$ cat src/rtl/alu_pkg.sv
// Shared ALU control codes, multiply/divide op encodings and sequencer states.
package alu_pkg;

  localparam logic [2:0] ALU_AND = 3'b000;
  localparam logic [2:0] ALU_OR  = 3'b001;
  localparam logic [2:0] ALU_ADD = 3'b010;
  localparam logic [2:0] ALU_SUB = 3'b110;
  localparam logic [2:0] ALU_SLT = 3'b111;

  // Bit 0 selects divide, bit 1 selects signed (signed forms exist only with SIGNED_MD_EN).
  localparam logic [1:0] MD_MULTU = 2'b00;
  localparam logic [1:0] MD_DIVU  = 2'b01;
  localparam logic [1:0] MD_MULT  = 2'b10;
  localparam logic [1:0] MD_DIV   = 2'b11;

  typedef enum logic [2:0] {
    S_IDLE = 3'd0,
    S_MUL  = 3'd1,
    S_DIV  = 3'd2,
    S_FIX  = 3'd3,
    S_DONE = 3'd4
  } md_state_t;

endpackage

$ cat src/rtl/md_sign_fix.sv
// Operand magnitude at accept and sign restoration of HI/LO after the unsigned iteration.
module md_sign_fix #(
  parameter int WIDTH = 32
) (
  input  logic             signed_op,
  input  logic             is_div,
  input  logic [WIDTH-1:0] opa,
  input  logic [WIDTH-1:0] opb,
  output logic [WIDTH-1:0] mag_a,
  output logic [WIDTH-1:0] mag_b,
  output logic             neg_q,
  output logic             neg_r,
  input  logic             fix_is_div,
  input  logic             fix_neg_q,
  input  logic             fix_neg_r,
  input  logic [WIDTH-1:0] res_hi,
  input  logic [WIDTH-1:0] res_lo,
  output logic [WIDTH-1:0] fix_hi,
  output logic [WIDTH-1:0] fix_lo
);

  logic             a_neg;
  logic             b_neg;
  logic [2*WIDTH-1:0] prod;
  logic [2*WIDTH-1:0] prod_neg;

  assign a_neg = signed_op & opa[WIDTH-1];
  assign b_neg = signed_op & opb[WIDTH-1];
  assign mag_a = a_neg ? -opa : opa;
  assign mag_b = b_neg ? -opb : opb;
  assign neg_q = a_neg ^ b_neg;
  // Remainder follows the dividend's sign only.
  assign neg_r = a_neg & is_div;

  assign prod     = {res_hi, res_lo};
  assign prod_neg = -prod;

  always_comb begin
    fix_hi = res_hi;
    fix_lo = res_lo;
    if (fix_is_div) begin
      if (fix_neg_q) fix_lo = -res_lo;
      if (fix_neg_r) fix_hi = -res_hi;
    end else if (fix_neg_q) begin
      {fix_hi, fix_lo} = prod_neg;
    end
  end

endmodule

$ cat src/rtl/alu_md_sequencer.sv
// Multi-cycle shift-add multiply / restoring divide driving the shared ALU, results in HI/LO.
// Define SIGNED_MD_EN to add signed MULT/DIV (2-bit op, extra FIX state).
module alu_md_sequencer
  import alu_pkg::*;
#(
  parameter int WIDTH = 32,
  parameter int CNT_W = 6
) (
  input  logic             clk,
  input  logic             rst_n,
  input  logic             start,
`ifdef SIGNED_MD_EN
  input  logic [1:0]       op,
`else
  input  logic             op,
`endif
  input  logic [WIDTH-1:0] opa,
  input  logic [WIDTH-1:0] opb,
  output logic             busy,
  output logic             done,
  output logic             dz,
  output logic [WIDTH-1:0] hi,
  output logic [WIDTH-1:0] lo,
  output logic             alu_own,
  output logic [WIDTH-1:0] alu_srcA,
  output logic [WIDTH-1:0] alu_srcB,
  output logic [2:0]       alu_ctrl,
  input  logic [WIDTH-1:0] alu_result,
  input  logic             alu_carry
);

  md_state_t        state_reg, state_next;
  md_state_t        iter_exit;
  logic [CNT_W-1:0] count_reg, count_next;
  logic [WIDTH-1:0] m_reg, m_next;
  logic [WIDTH-1:0] hi_reg, hi_next;
  logic [WIDTH-1:0] lo_reg, lo_next;
  logic             dz_reg, dz_next;
  logic             is_div_op;
  logic [WIDTH-1:0] load_m;
  logic [WIDTH-1:0] load_lo;
  logic [WIDTH-1:0] div_r;
  logic             div_ok;

`ifdef SIGNED_MD_EN
  logic             neg_q_reg, neg_q_next;
  logic             neg_r_reg, neg_r_next;
  logic             fdiv_reg, fdiv_next;
  logic [WIDTH-1:0] mag_a, mag_b, fix_hi, fix_lo;
  logic             neg_q, neg_r;

  assign is_div_op = op[0];

  md_sign_fix #(.WIDTH(WIDTH)) u_sign_fix (
    .signed_op  (op[1]),
    .is_div     (op[0]),
    .opa        (opa),
    .opb        (opb),
    .mag_a      (mag_a),
    .mag_b      (mag_b),
    .neg_q      (neg_q),
    .neg_r      (neg_r),
    .fix_is_div (fdiv_reg),
    .fix_neg_q  (neg_q_reg),
    .fix_neg_r  (neg_r_reg),
    .res_hi     (hi_reg),
    .res_lo     (lo_reg),
    .fix_hi     (fix_hi),
    .fix_lo     (fix_lo)
  );

  assign load_m    = is_div_op ? mag_b : mag_a;
  assign load_lo   = is_div_op ? mag_a : mag_b;
  assign iter_exit = S_FIX;
`else
  assign is_div_op = op;
  assign load_m    = op ? opb : opa;
  assign load_lo   = op ? opa : opb;
  assign iter_exit = S_DONE;
`endif

  // Restoring step: partial remainder shifted left by one; a set msb means r already exceeds M.
  assign div_r  = {hi_reg[WIDTH-2:0], lo_reg[WIDTH-1]};
  assign div_ok = hi_reg[WIDTH-1] | ~alu_carry;

  assign hi = hi_reg;
  assign lo = lo_reg;
  assign dz = dz_reg;

  always_ff @(posedge clk) begin
    if (!rst_n) begin
      state_reg <= S_IDLE;
      count_reg <= '0;
      m_reg     <= '0;
      hi_reg    <= '0;
      lo_reg    <= '0;
      dz_reg    <= 1'b0;
`ifdef SIGNED_MD_EN
      neg_q_reg <= 1'b0;
      neg_r_reg <= 1'b0;
      fdiv_reg  <= 1'b0;
`endif
    end else begin
      state_reg <= state_next;
      count_reg <= count_next;
      m_reg     <= m_next;
      hi_reg    <= hi_next;
      lo_reg    <= lo_next;
      dz_reg    <= dz_next;
`ifdef SIGNED_MD_EN
      neg_q_reg <= neg_q_next;
      neg_r_reg <= neg_r_next;
      fdiv_reg  <= fdiv_next;
`endif
    end
  end

  always_comb begin
    state_next = state_reg;
    count_next = count_reg;
    m_next     = m_reg;
    hi_next    = hi_reg;
    lo_next    = lo_reg;
    dz_next    = dz_reg;
`ifdef SIGNED_MD_EN
    neg_q_next = neg_q_reg;
    neg_r_next = neg_r_reg;
    fdiv_next  = fdiv_reg;
`endif
    busy     = (state_reg != S_IDLE);
    done     = (state_reg == S_DONE);
    alu_own  = 1'b0;
    alu_srcA = '0;
    alu_srcB = '0;
    alu_ctrl = ALU_ADD;

    case (state_reg)
      S_IDLE: begin
        if (start) begin
          m_next     = load_m;
          lo_next    = load_lo;
          hi_next    = '0;
          count_next = CNT_W'(WIDTH);
          dz_next    = is_div_op && (opb == '0);
          state_next = is_div_op ? S_DIV : S_MUL;
`ifdef SIGNED_MD_EN
          neg_q_next = neg_q;
          neg_r_next = neg_r;
          fdiv_next  = is_div_op;
`endif
        end
      end

      S_MUL: begin
        alu_own    = 1'b1;
        alu_srcA   = hi_reg;
        alu_srcB   = lo_reg[0] ? m_reg : '0;
        alu_ctrl   = ALU_ADD;
        hi_next    = {alu_carry, alu_result[WIDTH-1:1]};
        lo_next    = {alu_result[0], lo_reg[WIDTH-1:1]};
        count_next = count_reg - CNT_W'(1);
        if (count_reg == CNT_W'(1)) state_next = iter_exit;
      end

      S_DIV: begin
        alu_own    = 1'b1;
        alu_srcA   = div_r;
        alu_srcB   = m_reg;
        alu_ctrl   = ALU_SUB;
        hi_next    = div_ok ? alu_result : div_r;
        lo_next    = {lo_reg[WIDTH-2:0], div_ok};
        count_next = count_reg - CNT_W'(1);
        if (count_reg == CNT_W'(1)) state_next = iter_exit;
      end

`ifdef SIGNED_MD_EN
      S_FIX: begin
        hi_next    = fix_hi;
        lo_next    = fix_lo;
        state_next = S_DONE;
      end
`endif

      S_DONE: begin
        state_next = S_IDLE;
      end

      default: begin
        state_next = S_IDLE;
      end
    endcase
  end

endmodule
$ cat config.mk
export PLATFORM = sky130hd
export DESIGN_NAME = alu_md_sequencer
export DESIGN_NICKNAME = d
export VERILOG_FILES = /design/src/rtl/alu_pkg.sv /design/src/rtl/md_sign_fix.sv /design/src/rtl/alu_md_sequencer.sv
export SDC_FILE = /design/constraint.sdc
export NUM_CORES = 1
export LEC_CHECK = 0
export BUFFER_PORTS_ARGS = -buffer_cell sky130_fd_sc_hd__buf_2
export CAP_MARGIN = 40
export CORE_ASPECT_RATIO = 1.2
export CORE_MARGIN = 5
export CORE_UTILIZATION = 25
export DETAILED_ROUTE_END_ITERATION = 8
export PLACE_DENSITY = 0.44
export SETUP_SLACK_MARGIN = 0.02
export SYNTH_ARGS = -nofsm -noshare
export SYNTH_HDL_FRONTEND = slang
export SYNTH_SLANG_ARGS = --single-unit
$ cat constraint.sdc
create_clock -name clk -period 2.15 [get_ports clk]
set_input_delay 0.215 -clock clk [delete_from_list [all_inputs] [get_ports clk]]
set_output_delay 0.215 -clock clk [all_outputs]
set_load 0.05 [all_outputs]
After elaboration in Yosys (flattened, before gate mapping)

Cells that the tools add are included.
Widths: inputs -> output; s select.

$add $sub $neg: 1
Multipliers: 0
Divide/modulo/power cells: 0
Order comparisons: 0
Equal/unequal tests: 6
Shift-type cells: 0
Mux-type cells: 18
Bitwise gates (word level): 2
Reductions and logical operators: 11

Operators by type and width:

| kind                | number |
|---|---|
| $mux 32             | 6 |
| $pmux 32 s3         | 2 |
| $pmux 32 s2         | 2 |
| $logic_not 32->1    | 1 |
| $pmux 6 s2          | 1 |
| $mux 3              | 3 |
| $reduce_and 2->1    | 4 |
| $eq 6x1->1 const B  | 1 |
| $mux 6              | 1 |
| $pmux 3 s2          | 1 |
| $reduce_bool 3->1   | 2 |
| $sub 6x1->6 const B | 1 |
| $eq 3x1->1 const B  | 1 |
| $eq 3x2->1 const B  | 1 |
| $eq 3x3->1 const B  | 1 |
| $logic_not 3->1     | 1 |
| $mux 2              | 1 |
| $ne 2x1->1 const B  | 1 |
| $ne 2x2->1 const B  | 1 |
| $reduce_bool 2->1   | 1 |
| $reduce_or 2->1     | 1 |
| $logic_and 1x1->1   | 1 |
| $mux 1              | 1 |
| $not 1->1           | 1 |
| $or 1x1->1          | 1 |

Bits in registers: 106
Bits in latches: 0
Memory bits (writable): 0
ROM bits: 0
Input bits: 101
Word-level logic and storage cells: 44
Memories kept: 0

Depth between registers and ports, before layout

Depth in word-level cells: 4
Gate-level depth with buffers: 7
Depth with buffers taken out: 5

Worst setup path before layout

Ideal clock, no wire load.

Kind: flip-flop to output port
Start: register state_reg[2]
End: output port alu_srcA[19]
Arrival time: 1.854 ns
Path slack: 0.081 ns
Cell stages (with the launch flop): 6
Cells stage by stage: dfxtp_1 -> buf_2 -> nor3b_4 -> buf_2 -> buf_2 -> a22o_1

Longest elaborated chain between the ends: 2
Elaborated cells between the ends (all ways): 3
Those cells by class: eq/ne: 2; mux: 1

RTL lines:

| what                                            | line                    | text |
|---|---|---|
| start, declared                                 | alu_md_sequencer.sv:32  | `md_state_t state_reg, state_next;` |
| start signal, assigned                          | alu_md_sequencer.sv:104 | `state_reg <= state_next;` |
| $eq 3x2->1 / $eq 3x1->1 (equally long branches) | alu_md_sequencer.sv:137 | `case (state_reg)` |
| $pmux 32 s2 *                                   | alu_md_sequencer.sv:137 |  |
| end, declared                                   | alu_md_sequencer.sv:25  | `output logic [WIDTH-1:0] alu_srcA,` |

Every way passes the cells marked *; elsewhere a longest branch is shown, timed or not.

Worst setup path after layout

Start: register state_reg[0]
End: output port alu_srcB[26]

Longest elaborated chain between the ends: 2
Elaborated cells between the ends (all ways): 3
Those cells by class: eq/ne: 2; mux: 1

RTL lines:

| what                                            | line                    | text |
|---|---|---|
| $eq 3x2->1 / $eq 3x1->1 (equally long branches) | alu_md_sequencer.sv:137 |  |
| $pmux 32 s2 *                                   | alu_md_sequencer.sv:137 |  |
| end, declared                                   | alu_md_sequencer.sv:26  | `output logic [WIDTH-1:0] alu_srcB,` |

Marked as above.

==> flow_summary.json <==
{
  "grt_max_degree": 65,
  "worst_pin_slew_ns": 0.662,
  "cts_tree": "yes",
  "fin_nets": 980,
  "combPwrFrac_pct": 33.2,
  "drtPass1Iterations": 9,
  "drive_gt1_share_pct": 44.9,
  "crit_fanout": 8,
  "vias": 6148,
  "ys_warn_count": 0,
  "power_density_nw_per_um2": 696,
  "synth_seq_cells": 106,
  "track_usage_pct": 16.0,
  "drt_iter0_drc": 388,
  "cts_made_buffers": 9,
  "run_status": "complete, no violations",
  "worst_setup_path_start_kind": "flop",
  "coreArea_sq_um": 24000,
  "final_common_cell": "buf_2",
  "antenna_found_initial": 5,
  "root_buffer": "clkbuf_16",
  "clkTransAtPathRegs_ns": 0.07,
  "skew_ns": 0.00920,
  "die_w_um": 152,
  "fin_cells": 1205,
  "syn_inst": 662,
  "cts_max_level": 3,
  "syn2layout_area_growth_pct": 42.4,
  "gp_congestion": 0.801,
  "synth_edf_count": 0,
  "remaining_drc_errors": 0,
  "clock-sinks": 106,
  "setup_viol": 0,
  "io_pins": 236,
  "switchingPower_w": 0.00234,
  "initial_utilization_pct": 25.4,
  "io_buffers": 233,
  "ys_types": 49,
  "clkPwrFrac_pct": 27.4,
  "std_cell_rows": 62,
  "die_y_um": 181,
  "worstPathCellList": "xnor2_4 > or2_4 > nor2_4 > clkbuf_16 > and2_4 > buf_8",
  "switching_share_pct": 38.8,
  "ys_seq_area_share_pct": 34.9,
  "leakage_nw": 3.73,
  "wl_per_cell_um": 19.9,
  "slowest_stage": "dfxtp_4",
  "cts_max_path_buffers": 2,
  "ys_async_sr_fraction_pct": 0,
  "synth_nets": 765,
  "ctsHoldBuffers": 0,
  "mostFrequentLayoutCells": "buf_2, dfxtp_1, a21oi_1, mux2_2, nor2_1",
  "crit_family": "simple AND/OR/NAND/NOR gates",
  "cap_viol_max_count": 0,
  "grt_pass1_wl_um": 35500,
  "netlist_area_sq_um": 6080,
  "arrival_ns": 1.92,
  "grt_setup_unrepaired": "true",
  "crit_path_end_kind": "output port",
  "placed_cells": 1169,
  "utilization_pct": 36.1,
  "layout_min_cycle_time_ns": 2.13,
  "drv_slew": 0,
  "avgSynthCellArea_sq_um": 9.19,
  "timing.fmax_mhz": 469,
  "power_w": 0.00603,
  "clk_latency_ns": 0.36,
  "first_global_vias": 5975,
  "worstPathRequired_ns": 1.93,
  "critical_path_class": "reg2out",
  "avgViaCountPerCell": 5.10,
  "peakVddDrop_mv": 0.398,
  "p_int_w": 0.00369,
  "path_buf_inv": 2,
  "critPathMaxStageDelay_ns": 0.38,
  "finalWirelength_um": 23900,
  "finalCritPeriodShare_pct": 99.2,
  "finalHoldViolCount": 0,
  "die_area_sq_um": 27600,
  "grt-ovfl-total": 0,
  "worstHoldPathType": "in2reg",
  "seqPwrFrac_pct": 39.4,
  "ant_nets": 0,
  "ys.flop_type": "dfxtp_1",
  "dp_hpwl_um": 16800,
  "slew_headroom_pct": 55.9
}
through the flow:
| stage | setup WS, ns | cell area, sq um | hold WS, ns | TNS (ns) |
|---|---|---|---|---|
| after floorplan | 0.0812 | 6080 | 0.351 | 0 |
| after global placement | 0.204 | 7520 | 0.474 | 0 |
| after detailed placement | 0.147 | 7520 | 0.481 | 0 |
| after CTS | 0.0195 | 8220 | 0.0968 | 0 |
| after global routing | -0.0583 | 8660 | 0.103 | -1.79 |
| final | 0.0176 | 8660 | 0.105 | 0 |
worst paths after layout:
path / start / to / slack, ns / depth (start not counted)
worst max-delay path: state_reg[0] / alu_srcB[26] / 0.02 / 6
worst min-delay path: alu_result[27] / hi[26] / 0.11 / 3
worst max register to register: state_reg[1] / lo[10] / 0.23 / 7
worst min register to register: hi[21] / hi[21] / 0.50 / 2
final cells by class:
type / instances / area, sq um
fillers: 2461 / 15300
multi-input cells: 479 / 3610
repair buffers: 277 / 2220
flip-flops and latches: 106 / 2130
well taps: 320 / 400
clock buffers: 10 / 229
clock inverters: 6 / 50.0
inverters: 4 / 18.8
diodes: 3 / 7.51
per-layer routing:
metal,up-vias,wire (um),GRT usage [%],part of all wire (%)
li1,2971,-,-,-
met3,18,1940,5.00,8.1
met1,2921,10200,20.3,43
met2,232,11500,26.3,48
met5,-,41,0,0.17
met4,6,238,4.24,0.99
power groups by stage:
stage | combinational [W] | clock [W] | sequential, W
6_report | 0.00200 | 0.00165 | 0.00237
5_1_grt | 0.00215 | 0.00179 | 0.00241
4_1_cts | 0.00193 | 0.00170 | 0.00237
3_5_place_dp | 0.00186 | 0 | 0.00241
3_3_place_gp | 0.00186 | 0 | 0.00242
2_1_floorplan | 0.000977 | 0 | 0.00276
timing repair:
action                                  CTS  global route
pin swaps                                 2            30
buffers inserted                          4             7
gates resized for setup                 110            87
gates cloned                              2             4
endpoints found under the setup margin   64            65
synthesized netlist by cell type, types with 3 or more instances:
library cell	instances	area (sq um)
buf_6	11	124
clkbuf_1	26	97.6
a222oi_1	32	320
nor2_1	40	150
mux2i_1	32	320
and2_1	34	213
a21oi_1	70	350
nand2_1	33	124
a22oi_1	31	233
nand3_1	3	15.0
a211oi_1	32	240
nor4_1	8	50.1
o21ai_1	8	40.0
mux2_2	55	619
o211a_1	3	30.0
o21ai_0	25	125
buf_2	21	105
nor3_1	5	25.0
mux2_1	8	90.1
clkbuf_2	3	15.0
a22o_1	32	280
buf_4	9	67.6
dfxtp_1	106	2120
worst reg2reg max path: stages (launching register included):
cell and delay [ns]:
dfxtp_2 0.37, buf_4 0.17, or4b_4 0.48, buf_4 0.17
o21ai_4 0.10, buf_12 0.28, o21ai_0 0.15, a21oi_1 0.13
cells by family after synthesis:
kind of cell	share of synthesized area [%]
DFF	34.9
adders and majority gates	0.411
AOI/OAI and AO/OA	27.8
xor gates and xnor gates	0.453
other	0.123
buffers and inverters	7.49
muxes	16.9
and+or+nand+nor	11.9
No activity file was read; power rests on OpenSTA's default activity.
